<file path="config.mk">
export PLATFORM = sky130hd
export DESIGN_NAME = mc_ctrl_fsm
export DESIGN_NICKNAME = d
export VERILOG_FILES = /design/src/rtl/mc_pkg.sv /design/src/rtl/mc_decode.sv /design/src/rtl/mc_ctrl_fsm.sv
export SDC_FILE = /design/constraint.sdc
export NUM_CORES = 1
export LEC_CHECK = 0
export CORE_ASPECT_RATIO = 0.9
export CORE_MARGIN = 2
export CORE_UTILIZATION = 39
export CTS_BUF_LIST = sky130_fd_sc_hd__clkbuf_16
export DETAILED_ROUTE_END_ITERATION = 8
export PLACE_DENSITY = 0.78
export SKIP_LAST_GASP = 1
export SYNTH_ARGS = -nofsm -noshare
export SYNTH_HDL_FRONTEND = slang
export SYNTH_SLANG_ARGS = --single-unit
</file>
<file path="constraint.sdc">
create_clock -name clk -period 2 [get_ports clk]
set_input_delay 0.3 -clock clk [delete_from_list [all_inputs] [get_ports clk]]
set_output_delay 0.3 -clock clk [all_outputs]
set_load 0.02 [all_outputs]
</file>
<file path="src/rtl/mc_pkg.sv">
// Shared definitions for the multi-cycle MIPS controller: state encodings,
// opcode/funct values, datapath select codes and the instruction classes.
package mc_pkg;

  typedef enum logic [2:0] {
    ST_FETCH  = 3'd0,
    ST_DECODE = 3'd1,
    ST_EXEC   = 3'd2,
    ST_MEM    = 3'd3,
    ST_WB     = 3'd4,
    ST_TRAP   = 3'd5
  } state_e;

  localparam logic [5:0] OP_RTYPE = 6'b000000;
  localparam logic [5:0] OP_ORI   = 6'b001101;
  localparam logic [5:0] OP_LW    = 6'b100011;
  localparam logic [5:0] OP_SW    = 6'b101011;
  localparam logic [5:0] OP_BEQ   = 6'b000100;
  localparam logic [5:0] OP_LUI   = 6'b001111;
  localparam logic [5:0] OP_J     = 6'b000010;
  localparam logic [5:0] OP_JAL   = 6'b000011;

  localparam logic [5:0] FN_ADDU  = 6'b100001;
  localparam logic [5:0] FN_SUBU  = 6'b100011;
  localparam logic [5:0] FN_JR    = 6'b001000;

  localparam int ALU_ADD = 0;
  localparam int ALU_SUB = 1;
  localparam int ALU_OR  = 2;

  localparam logic [1:0] PC_PLUS4  = 2'd0;
  localparam logic [1:0] PC_BRANCH = 2'd1;
  localparam logic [1:0] PC_JUMP   = 2'd2;
  localparam logic [1:0] PC_RS     = 2'd3;

  localparam logic [1:0] RD_RT = 2'd0;
  localparam logic [1:0] RD_RD = 2'd1;
  localparam logic [1:0] RD_RA = 2'd2;

  localparam logic [1:0] WD_ALU = 2'd0;
  localparam logic [1:0] WD_MDR = 2'd1;
  localparam logic [1:0] WD_PC  = 2'd2;
  localparam logic [1:0] WD_LUI = 2'd3;

  // Bit positions in the one-hot class vector.
  typedef enum logic [3:0] {
    CL_ADDU = 4'd0,
    CL_SUBU = 4'd1,
    CL_JR   = 4'd2,
    CL_ORI  = 4'd3,
    CL_LW   = 4'd4,
    CL_SW   = 4'd5,
    CL_BEQ  = 4'd6,
    CL_LUI  = 4'd7,
    CL_J    = 4'd8,
    CL_JAL  = 4'd9
  } cls_e;

  localparam int NCLS = 10;

endpackage

</file>
<file path="src/rtl/mc_decode.sv">
// Combinational opcode/funct decoder: one-hot instruction class plus an
// illegal flag when nothing matches.
module mc_decode
  import mc_pkg::*;
#(
  parameter int OP_W = 6,
  parameter int FN_W = 6
) (
  input  logic [OP_W-1:0] op,
  input  logic [FN_W-1:0] funct,
  output logic [NCLS-1:0] cls_oh,
  output logic            illegal
);

  always_comb begin
    cls_oh = '0;
    if (op == OP_W'(OP_RTYPE)) begin
      case (funct)
        FN_W'(FN_ADDU): cls_oh[CL_ADDU] = 1'b1;
        FN_W'(FN_SUBU): cls_oh[CL_SUBU] = 1'b1;
        FN_W'(FN_JR):   cls_oh[CL_JR]   = 1'b1;
        default:        cls_oh          = '0;
      endcase
    end else begin
      case (op)
        OP_W'(OP_ORI): cls_oh[CL_ORI] = 1'b1;
        OP_W'(OP_LW):  cls_oh[CL_LW]  = 1'b1;
        OP_W'(OP_SW):  cls_oh[CL_SW]  = 1'b1;
        OP_W'(OP_BEQ): cls_oh[CL_BEQ] = 1'b1;
        OP_W'(OP_LUI): cls_oh[CL_LUI] = 1'b1;
        OP_W'(OP_J):   cls_oh[CL_J]   = 1'b1;
        OP_W'(OP_JAL): cls_oh[CL_JAL] = 1'b1;
        default:       cls_oh         = '0;
      endcase
    end
    illegal = ~|cls_oh;
  end

endmodule

</file>
<file path="src/rtl/mc_ctrl_fsm.sv">
// Multi-cycle MIPS main controller sequencing FETCH/DECODE/EXEC/MEM/WB.
// Define MC_ILLEGAL_TRAP_EN to lock into TRAP on an unrecognised instruction.
module mc_ctrl_fsm
  import mc_pkg::*;
#(
  parameter int OP_W    = 6,
  parameter int FN_W    = 6,
  parameter int ALUOP_W = 3
) (
  input  logic               clk,
  input  logic               reset_n,
  input  logic [OP_W-1:0]    instr_op,
  input  logic [FN_W-1:0]    instr_funct,
  input  logic               alu_zero,
  input  logic               mem_ready,
  output logic               mem_req,
  output logic               mem_sel,
  output logic               mem_we,
  output logic               ir_we,
  output logic               pc_we,
  output logic [1:0]         pc_src,
  output logic               reg_we,
  output logic [1:0]         reg_dst,
  output logic [1:0]         wd_sel,
  output logic [ALUOP_W-1:0] alu_op,
  output logic               alu_src_b,
  output logic               ext_sign,
  output logic               instr_done,
  output logic [2:0]         state
);

  // Memory handshake: mem_req rises with the request and stays high until the
  // cycle mem_ready is seen; that cycle completes the access. mem_ready is
  // ignored whenever mem_req is low.

  state_e            state_q, state_d;
  logic [NCLS-1:0]   cls_q;
  logic [NCLS-1:0]   dec_oh;
  logic              dec_illegal;

  mc_decode #(.OP_W(OP_W), .FN_W(FN_W)) u_decode (
    .op      (instr_op),
    .funct   (instr_funct),
    .cls_oh  (dec_oh),
    .illegal (dec_illegal)
  );

  always_ff @(posedge clk or negedge reset_n) begin
    if (!reset_n) begin
      state_q <= ST_FETCH;
      cls_q   <= '0;
    end else begin
      state_q <= state_d;
      if (state_q == ST_DECODE) cls_q <= dec_oh;
    end
  end

  assign state = state_q;

  always_comb begin
    state_d    = state_q;
    mem_req    = 1'b0;
    mem_sel    = 1'b0;
    mem_we     = 1'b0;
    ir_we      = 1'b0;
    pc_we      = 1'b0;
    pc_src     = PC_PLUS4;
    reg_we     = 1'b0;
    reg_dst    = RD_RT;
    wd_sel     = WD_ALU;
    alu_op     = ALUOP_W'(ALU_ADD);
    alu_src_b  = 1'b0;
    ext_sign   = 1'b0;
    instr_done = 1'b0;

    case (state_q)
      ST_FETCH: begin
        mem_req = 1'b1;
        if (mem_ready) begin
          ir_we   = 1'b1;
          pc_we   = 1'b1;
          pc_src  = PC_PLUS4;
          state_d = ST_DECODE;
        end
      end
      // The IR is valid here, so DECODE acts on the live decode, not cls_q.
      ST_DECODE: begin
        if (dec_illegal) begin
`ifdef MC_ILLEGAL_TRAP_EN
          state_d = ST_TRAP;
`else
          state_d = ST_FETCH;
`endif
        end else if (dec_oh[CL_J]) begin
          pc_we   = 1'b1;
          pc_src  = PC_JUMP;
          state_d = ST_FETCH;
        end else if (dec_oh[CL_JAL]) begin
          reg_we  = 1'b1;
          reg_dst = RD_RA;
          wd_sel  = WD_PC;
          pc_we   = 1'b1;
          pc_src  = PC_JUMP;
          state_d = ST_FETCH;
        end else if (dec_oh[CL_JR]) begin
          pc_we   = 1'b1;
          pc_src  = PC_RS;
          state_d = ST_FETCH;
        end else if (dec_oh[CL_LUI]) begin
          reg_we  = 1'b1;
          reg_dst = RD_RT;
          wd_sel  = WD_LUI;
          state_d = ST_FETCH;
        end else begin
          state_d = ST_EXEC;
        end
      end
      ST_EXEC: begin
        state_d = ST_WB;
        if (cls_q[CL_SUBU]) begin
          alu_op = ALUOP_W'(ALU_SUB);
        end else if (cls_q[CL_ORI]) begin
          alu_op    = ALUOP_W'(ALU_OR);
          alu_src_b = 1'b1;
        end else if (cls_q[CL_LW] || cls_q[CL_SW]) begin
          alu_src_b = 1'b1;
          ext_sign  = 1'b1;
          state_d   = ST_MEM;
        end else if (cls_q[CL_BEQ]) begin
          alu_op  = ALUOP_W'(ALU_SUB);
          pc_we   = alu_zero;
          pc_src  = PC_BRANCH;
          state_d = ST_FETCH;
        end
      end
      ST_MEM: begin
        mem_req = 1'b1;
        mem_sel = 1'b1;
        mem_we  = cls_q[CL_SW];
        if (mem_ready) state_d = cls_q[CL_SW] ? ST_FETCH : ST_WB;
      end
      ST_WB: begin
        reg_we = 1'b1;
        if (cls_q[CL_ADDU] || cls_q[CL_SUBU]) reg_dst = RD_RD;
        else if (cls_q[CL_LW])                 wd_sel  = WD_MDR;
        state_d = ST_FETCH;
      end
`ifdef MC_ILLEGAL_TRAP_EN
      ST_TRAP: state_d = ST_TRAP;
`endif
      default: state_d = ST_FETCH;
    endcase

    instr_done = (state_q != ST_FETCH) && (state_d == ST_FETCH);

    // Reset gates every output combinationally so an abort drops mem_req at once.
    if (!reset_n) begin
      mem_req    = 1'b0;
      mem_sel    = 1'b0;
      mem_we     = 1'b0;
      ir_we      = 1'b0;
      pc_we      = 1'b0;
      pc_src     = PC_PLUS4;
      reg_we     = 1'b0;
      reg_dst    = RD_RT;
      wd_sel     = WD_ALU;
      alu_op     = ALUOP_W'(ALU_ADD);
      alu_src_b  = 1'b0;
      ext_sign   = 1'b0;
      instr_done = 1'b0;
    end
  end

endmodule

</file>
==> results of run 1 <==
power breakdown:
| group | leakage, nW | switching, mW | internal, mW | total [mW] |
|---|---|---|---|---|
| Combinational | 0.637 | 0.123 | 0.118 | 0.241 |
| Sequential | 0.124 | 0.00544 | 0.188 | 0.193 |
| Clock | 0.0423 | 0.0854 | 0.261 | 0.346 |
| Total | 0.803 | 0.214 | 0.567 | 0.781 |
Yosys cell counts (2+ instances only):
library cell	number
sky130_fd_sc_hd__nand3_1	8
sky130_fd_sc_hd__and3_1	3
sky130_fd_sc_hd__a21oi_1	5
sky130_fd_sc_hd__nor3_1	5
sky130_fd_sc_hd__clkbuf_1	4
sky130_fd_sc_hd__nand3b_1	2
sky130_fd_sc_hd__or3_1	3
sky130_fd_sc_hd__dfrtp_1	9
sky130_fd_sc_hd__xor2_1	2
sky130_fd_sc_hd__o21ai_0	4
sky130_fd_sc_hd__nand2b_1	2
sky130_fd_sc_hd__and2_1	2
sky130_fd_sc_hd__nor2b_1	2
sky130_fd_sc_hd__inv_1	5
sky130_fd_sc_hd__o22ai_1	2
sky130_fd_sc_hd__nor2_1	15
sky130_fd_sc_hd__nor4_1	3
sky130_fd_sc_hd__nand2_1	10
sequential cells by signal, indices dropped and copies added (netlist names):
name and count:
cls_q 6, state 3
final timing paths:
kind | endpoint | slack (ns)
min in group asynchronous | cls_q[5]$_DFFE_PN0P_ | 0.48
worst max-delay path | instr_done | -0.11
worst max register to register | cls_q[6]$_DFFE_PN0P_ | 0.44
worst min-delay path | cls_q[6]$_DFFE_PN0P_ | 0.37
worst min register to register | cls_q[0]$_DFFE_PN0P_ | 0.50
max in group asynchronous | state[1]$_DFF_PN0_ | 1.21
logic make-up (layout without fill, tap and decap cells):
family	Yosys count	in the layout	synth area share, %
buf+inv	12	94	6.76
other cells	1	1	0.495
compound gates	21	21	19.8
xor+xnor	2	2	2.31
flops	9	9	29.7
simple gates	60	60	40.9
area by class of cell:
| class | count | area, sq um |
|---|---|---|
| fill | 108 | 234 |
| inverter | 5 | 18.8 |
| sequential | 9 | 225 |
| clock buffer | 3 | 75.1 |
| clock inverter | 1 | 3.75 |
| tap | 25 | 31.3 |
| multi-input combinational | 84 | 596 |
| timing repair buffer | 85 | 693 |
metrics by stage:
| stage | hold slack [ns] | instances | instance area [sq um] | utilization (%) |
|---|---|---|---|---|
| floorplan | 0.00441 | 105 | 792 | - |
| global route | 0.395 | 212 | 1640 | 87.5 |
| finish | 0.372 | 212 | 1640 | 87.5 |
| global placement | 0.470 | 202 | 1470 | 78.2 |
| CTS | 0.373 | 211 | 1600 | 85.4 |
| detailed placement | 0.478 | 202 | 1470 | 78.2 |
tightest hold or removal path, cell delays in order:
cell,delay (ns)
sky130_fd_sc_hd__buf_6,0.07
sky130_fd_sc_hd__buf_4,0.12
sky130_fd_sc_hd__o41ai_1,0.07
per-layer routing:
layer | up-vias | routed length, um
met3 | 16 | 287
met2 | 88 | 2000
li1 | 547 | -
met5 | - | 0
met1 | 588 | 1340
met4 | 0 | 92
placed cells by master, fill, tap and decap left out, drive strengths merged, types with 4 or more instances in the layout:
| cell | count |
|---|---|
| buf | 58 |
| nor2 | 15 |
| dlygate4sd2 | 14 |
| nand2 | 10 |
| dfrtp | 9 |
| nand3 | 8 |
| clkbuf | 7 |
| inv | 6 |
| clkdlybuf4s50 | 6 |
| a21oi | 5 |
| nor3 | 5 |
| o21ai | 4 |
what timing repair did:
item / CTS / global route
pin swaps: 12 / 7
gates resized for setup: 77 / 19
setup endpoints to repair: 18 / 8
setup buffers: 5 / 1
==> impl_metrics.py, run 1 <==
metrics = {
    "outcome": {
        "status": "finished with violations",
        "violations": "setup timing",
    },
    "route": {
        "drt_pre_antenna_iters": 5,
        "drtIter0Drc": 45,
        "average_wire_length_per_cell_after_detail_routing_um": 17.5,
        "route.detailed.drc": 0,
        "postRouteAntennaNets": 0,
        "vias": 1239,
        "wl_um": 3720,
        "post_drt_via_cell_ratio": 5.84,
    },
    "floorplan": {
        "starting_utilization_of_the_core_area_pct": 40.4,
        "chipWidth_um": 50.5,
        "core.rowCount": 15,
        "design.core.area_sq_um": 1880,
        "fp.dieArea_sq_um": 2310,
        "io_pins": 37,
        "chipHeight_um": 45.8,
    },
    "timing": {
        "post-route-period-util_pct": 105,
        "unrepaired_setup_endpoints_after_global_routing": "yes",
        "setup_viol_count_final": 2,
        "setup_slack_ns": -0.108,
        "timing.final.max_slew_violations": 0,
        "totalNegativeSetupSlack_ns": -0.193,
        "finalClockSkew_ns": 0.00347,
        "post-route-min-period_ns": 2.11,
        "maxClockFrequency_mhz": 474,
        "timing_hold_violations_final": 0,
    },
    "global_routing": {
        "groute.layer.met1.usage_pct": 34.2,
        "first_pass_grt_wire_length_um": 5490,
        "grt.total_usage_pct": 32.6,
        "grt_start_max_net_pins": 9,
        "grt_use_met2_pct": 66.6,
        "grt_antenna_before_repair": 0,
        "number_of_global_route_vias_before_repair": 1189,
        "grt_util_met3_pct": 7.24,
        "globalRouteOverflowTotal": 0,
        "grt_most_used_layer": "met2",
    },
    "hold_path": {
        "hold_path_class": "in2reg",
        "holdPathStages": 3,
        "min_from": "instr_op[3]",
    },
    "power_and_ir_drop": {
        "total_power_mw": 0.781,
        "power_density_nw_per_um2": 475,
        "vdd_ir_drop_max_uv": 679,
        "p_leak_nw": 0.803,
    },
    "yosys": {
        "synth-seq-cells": 9,
        "post_synth_num_cell_types": 37,
        "synth_edf_count": 0,
        "dominantRegCellSynth": "sky130_fd_sc_hd__dfrtp_1",
        "yosys-top-cells-area": "sky130_fd_sc_hd__dfrtp_1 (30%), sky130_fd_sc_hd__nor2_1 (7.4%), sky130_fd_sc_hd__nand3_1 (5.3%)",
        "syn-num-nets": 121,
        "synth-warning-count": 0,
        "yosys.area.top_type": "sky130_fd_sc_hd__dfrtp_1",
        "mappedNetlistArea_sq_um": 758,
        "synth_top_area_share_pct": 29.7,
        "synthesis.area_per_instance_sq_um": 7.22,
        "synthesis.instances": 105,
        "seq_area_frac_synth_pct": 29.7,
        "async_flop_share_pct": 100,
    },
    "clock_network": {
        "ctsLongestPathBuffers": 2,
        "cts_root_buf": "sky130_fd_sc_hd__clkbuf_16",
        "cts_hold_repair.buffers": 0,
        "cts_tree": "yes",
        "clkSinkCount": 9,
        "worst_setup_hold_path_clk_slew_ns": 0.04,
        "clkLatencyLatePin_ns": 0.24,
        "cts_made_buffers": 3,
        "clock_tree.htree_level_count": 1,
    },
    "setup_path": {
        "critical_path_depth": 7,
        "crit_path_top_cell_by_count": "sky130_fd_sc_hd__buf_6",
        "worst-setup-path-type": "in2out",
        "worst_setup_path_startpoint": "instr_op[5]",
        "worstPathCellList": "buf_2 > or4_4 > buf_6 > nor4_4 > o31ai_2 > o2111a_1 > buf_6",
        "worstPathBufferInverterCount": 3,
        "worst_r2r_path_depth": 6,
        "r2r_start": "state[2]$_DFF_PN0_",
        "critPathCaptureType": "output pin",
        "arrival_ns": 1.81,
        "cp_max_fanout": 3,
        "timing.critical_path.required_ns": 1.70,
        "timing.critical_path.max_delay_family": "simple AND/OR/NAND/NOR gates",
        "crit_slowest_cell": "sky130_fd_sc_hd__or4_4",
        "worst_setup_path_start_kind": "primary input",
        "worst_path_largest_cell_delay_ns": 0.55,
    },
    "place": {
        "hpwl_um": 2140,
        "port_buffers": 35,
        "place_congestion": 0.873,
        "dp_slack_ns": -0.907,
    },
    "final_layout": {
        "layout.nets": 204,
        "n_antenna_cell": 0,
        "post_route_cells_drive_above_1_share_pct": 47.6,
        "synthToLayoutAreaGrowth_pct": 117,
    },
    "run": {
        "max_cap_viol_count": 0,
    },
}
Power figures use the tool's default switching activity.
==> run 2: changes to the inputs <==
--- a/config.mk
+++ b/config.mk
@@ -7,10 +7,10 @@
 export LEC_CHECK = 0
 export CORE_ASPECT_RATIO = 0.9
 export CORE_MARGIN = 2
-export CORE_UTILIZATION = 39
+export CORE_UTILIZATION = 43
 export CTS_BUF_LIST = sky130_fd_sc_hd__clkbuf_16
 export DETAILED_ROUTE_END_ITERATION = 8
-export PLACE_DENSITY = 0.78
+export PLACE_DENSITY = 0.84
 export SKIP_LAST_GASP = 1
 export SYNTH_ARGS = -nofsm -noshare
 export SYNTH_HDL_FRONTEND = slang
==> constraint.sdc (replaced) <==
create_clock -name clk -period 2.6 [get_ports clk]
set_input_delay 0.39 -clock clk [delete_from_list [all_inputs] [get_ports clk]]
set_output_delay 0.39 -clock clk [all_outputs]
set_load 0.02 [all_outputs]
==> run 2 against run 1 <==
  * The flow still finishes with violations (setup timing)
  * Combinational power decreased by 40%
  * Critical path depth decreased by 2
  * Count of clock-buffer cells in the layout unchanged
  * Critical endpoint is now pc_we
==> impl_metrics.py, run 2 (synthesis gave the netlist of run 1 again) <==
metrics = {
    "outcome": {
        "status": "finished with violations",
        "violations": "setup timing",
    },
    "power_and_ir_drop": {
        "proportion_of_power_drawn_by_flip_flops_and_latches_pct": 26.3,
        "intPower_mw": 0.417,
        "total_power_mw": 0.567,
        "power_switching_share_pct": 26.4,
        "vdd_ir_drop_max_uv": 717,
        "power_density_nw_per_um2": 410,
        "p_leak_nw": 0.613,
        "power.share.clock_pct": 48.2,
        "power.net_switching_mw": 0.149,
        "power.share.combinational_pct": 25.5,
    },
    "route": {
        "post_drt_via_cell_ratio": 5.86,
        "average_wire_length_per_cell_after_detail_routing_um": 15.3,
        "wl_um": 2830,
        "vias": 1084,
        "drtIter0Drc": 48,
        "route.detailed.drc": 0,
        "drt_pre_antenna_iters": 4,
        "postRouteAntennaNets": 0,
    },
    "timing": {
        "worstMarginPinSlew_ns": 0.505,
        "setup_slack_ns": -0.0196,
        "post-route-min-period_ns": 2.62,
        "maxClockFrequency_mhz": 382,
        "maxSlewHeadroom_pct": 66.1,
        "timing_hold_violations_final": 0,
        "unrepaired_setup_endpoints_after_global_routing": "yes",
        "setup_viol_count_final": 1,
        "timing.final.max_slew_violations": 0,
        "finalClockSkew_ns": 0.00172,
        "post-route-period-util_pct": 101,
    },
    "place": {
        "hpwl_um": 1920,
        "dp_slack_ns": -0.524,
        "place_congestion": 0.911,
        "placed_area_sq_um": 1280,
        "port_buffers": 35,
    },
    "hold_path": {
        "hold-path-endpoint": "cls_q[0]$_DFFE_PN0P_",
        "min_from": "cls_q[0]$_DFFE_PN0P_",
        "holdPathStages": 2,
        "hold_path_class": "reg2reg",
    },
    "final_layout": {
        "num-fill-cells": 102,
        "layout.cells.most_common": "sky130_fd_sc_hd__clkdlybuf4s50_1",
        "multiInputGateArea_sq_um": 517,
        "largest_register": "cls_q",
        "n_antenna_cell": 0,
        "core_util_final_pct": 83.0,
        "post_route_cells_drive_above_1_share_pct": 24.8,
        "mostFrequentLayoutCells": "sky130_fd_sc_hd__clkdlybuf4s50_1 (27), sky130_fd_sc_hd__buf_4 (26), sky130_fd_sc_hd__nor2_1 (15), sky130_fd_sc_hd__nand2_1 (10), sky130_fd_sc_hd__dfrtp_1 (9)",
        "largest_reg_flops": 6,
        "synthToLayoutAreaGrowth_pct": 82.2,
        "sequential_cell_area_sq_um": 225,
        "final_design_area_no_fill_sq_um": 1380,
        "layout.nets": 178,
    },
    "setup_path": {
        "worst_setup_path_start_kind": "primary input",
        "timing.critical_path.required_ns": 2.21,
        "worst_r2r_path_depth": 5,
        "arrival_ns": 2.23,
        "crit-reg2reg-capture": "cls_q[6]$_DFFE_PN0P_",
        "worst-setup-path-type": "in2out",
        "r2r_start": "state[2]$_DFF_PN0_",
        "critPathCaptureType": "output pin",
        "cp_max_fanout": 4,
        "r2r_setup_slack_ns": 1.03,
    },
    "floorplan": {
        "core.rowCount": 14,
        "chipWidth_um": 48.3,
        "starting_utilization_of_the_core_area_pct": 45.6,
        "fp.dieArea_sq_um": 2120,
        "chipHeight_um": 43.8,
        "io_pins": 37,
        "design.core.area_sq_um": 1660,
    },
    "global_routing": {
        "first_pass_grt_wire_length_um": 4260,
        "grt.total_usage_pct": 28.4,
        "grt_start_max_net_pins": 11,
        "globalRouteOverflowTotal": 0,
        "grt_antenna_before_repair": 0,
        "number_of_global_route_vias_before_repair": 997,
    },
    "clock_network": {
        "clkLatencyLatePin_ns": 0.24,
        "worst_setup_hold_path_clk_slew_ns": 0.04,
        "clock_tree.htree_level_count": 1,
        "ctsLongestPathBuffers": 2,
        "cts_tree": "yes",
        "cts_root_buf": "sky130_fd_sc_hd__clkbuf_16",
        "clkSinkCount": 9,
        "cts_made_buffers": 3,
    },
    "run": {
        "max_cap_viol_count": 0,
    },
}
-- run 2: changes by cell type in the layout (fill, tap and decap cells not counted), sizes merged --
cell,change
buf,-32
clkdlybuf4s50,+21
dlygate4sd2,-10
clkdlybuf4s15,-3
clkbuf,-2
clkinv,+1
inv,-1
-- run 2: critical path, stage by stage --
cell	delay, ns
sky130_fd_sc_hd__clkdlybuf4s50_1	0.42
sky130_fd_sc_hd__or4_4	0.58
sky130_fd_sc_hd__or3_4	0.40
sky130_fd_sc_hd__a221oi_2	0.25
sky130_fd_sc_hd__buf_4	0.19
-- run 2: power by group through the flow --
stage	sequential, mW	clock, mW	combinational (mW)
2_1_floorplan	0.153	0	0.0572
3_3_place_gp	0.151	0	0.132
3_5_place_dp	0.151	0	0.135
4_1_cts	0.149	0.271	0.136
5_1_grt	0.150	0.284	0.156
6_report	0.149	0.273	0.144
-- run 2: layout make-up --
cell class | count | share of cell area, %
Inverter | 5 | 1.36
Clock inverter | 1 | 0.362
Timing Repair Buffer | 59 | 37.0
Multi-Input combinational cell | 84 | 37.4
Tap cell | 24 | 2.17
Sequential cell | 9 | 16.3
Clock buffer | 3 | 5.43
-- run 2: routing by layer --
| metal | global-route usage (%) | share of wire [%] |
|---|---|---|
| met4 | 6.49 | 2.8 |
| met5 | 0 | 0 |
| met3 | 7.92 | 9.9 |
| met1 | 32.7 | 38 |
| met2 | 50.0 | 50 |
-- run 2: worst max path at each step --
stage / start / endpoint / slack, ns
after floorplan: state[1]$_DFF_PN0_ / pc_we / 0.19
after global placement: instr_op[4] / instr_done / -0.49
after detailed placement: instr_op[4] / instr_done / -0.52
after CTS: instr_op[4] / instr_done / -0.11
after global routing: instr_op[2] / pc_we / -0.05
final: instr_op[2] / pc_we / -0.02
-- run 2: repair_timing --
action | CTS | global route
pin swaps | 0 | 3
endpoints found under the setup margin | 8 | 5
hold buffers | 0 | 0
buffers inserted | 0 | 1
gates resized for setup | 19 | 8
-- run 2: metrics by stage --
stage | std cells | setup TNS, ns | hold slack (ns)
after CTS | 184 | -0.117 | 0.523
after floorplan | 105 | 0 | 0.0944
after global routing | 185 | -0.0844 | 0.552
after detailed placement | 180 | -2.14 | 0.493
after global placement | 180 | -2.05 | 0.472
final | 185 | -0.0196 | 0.522
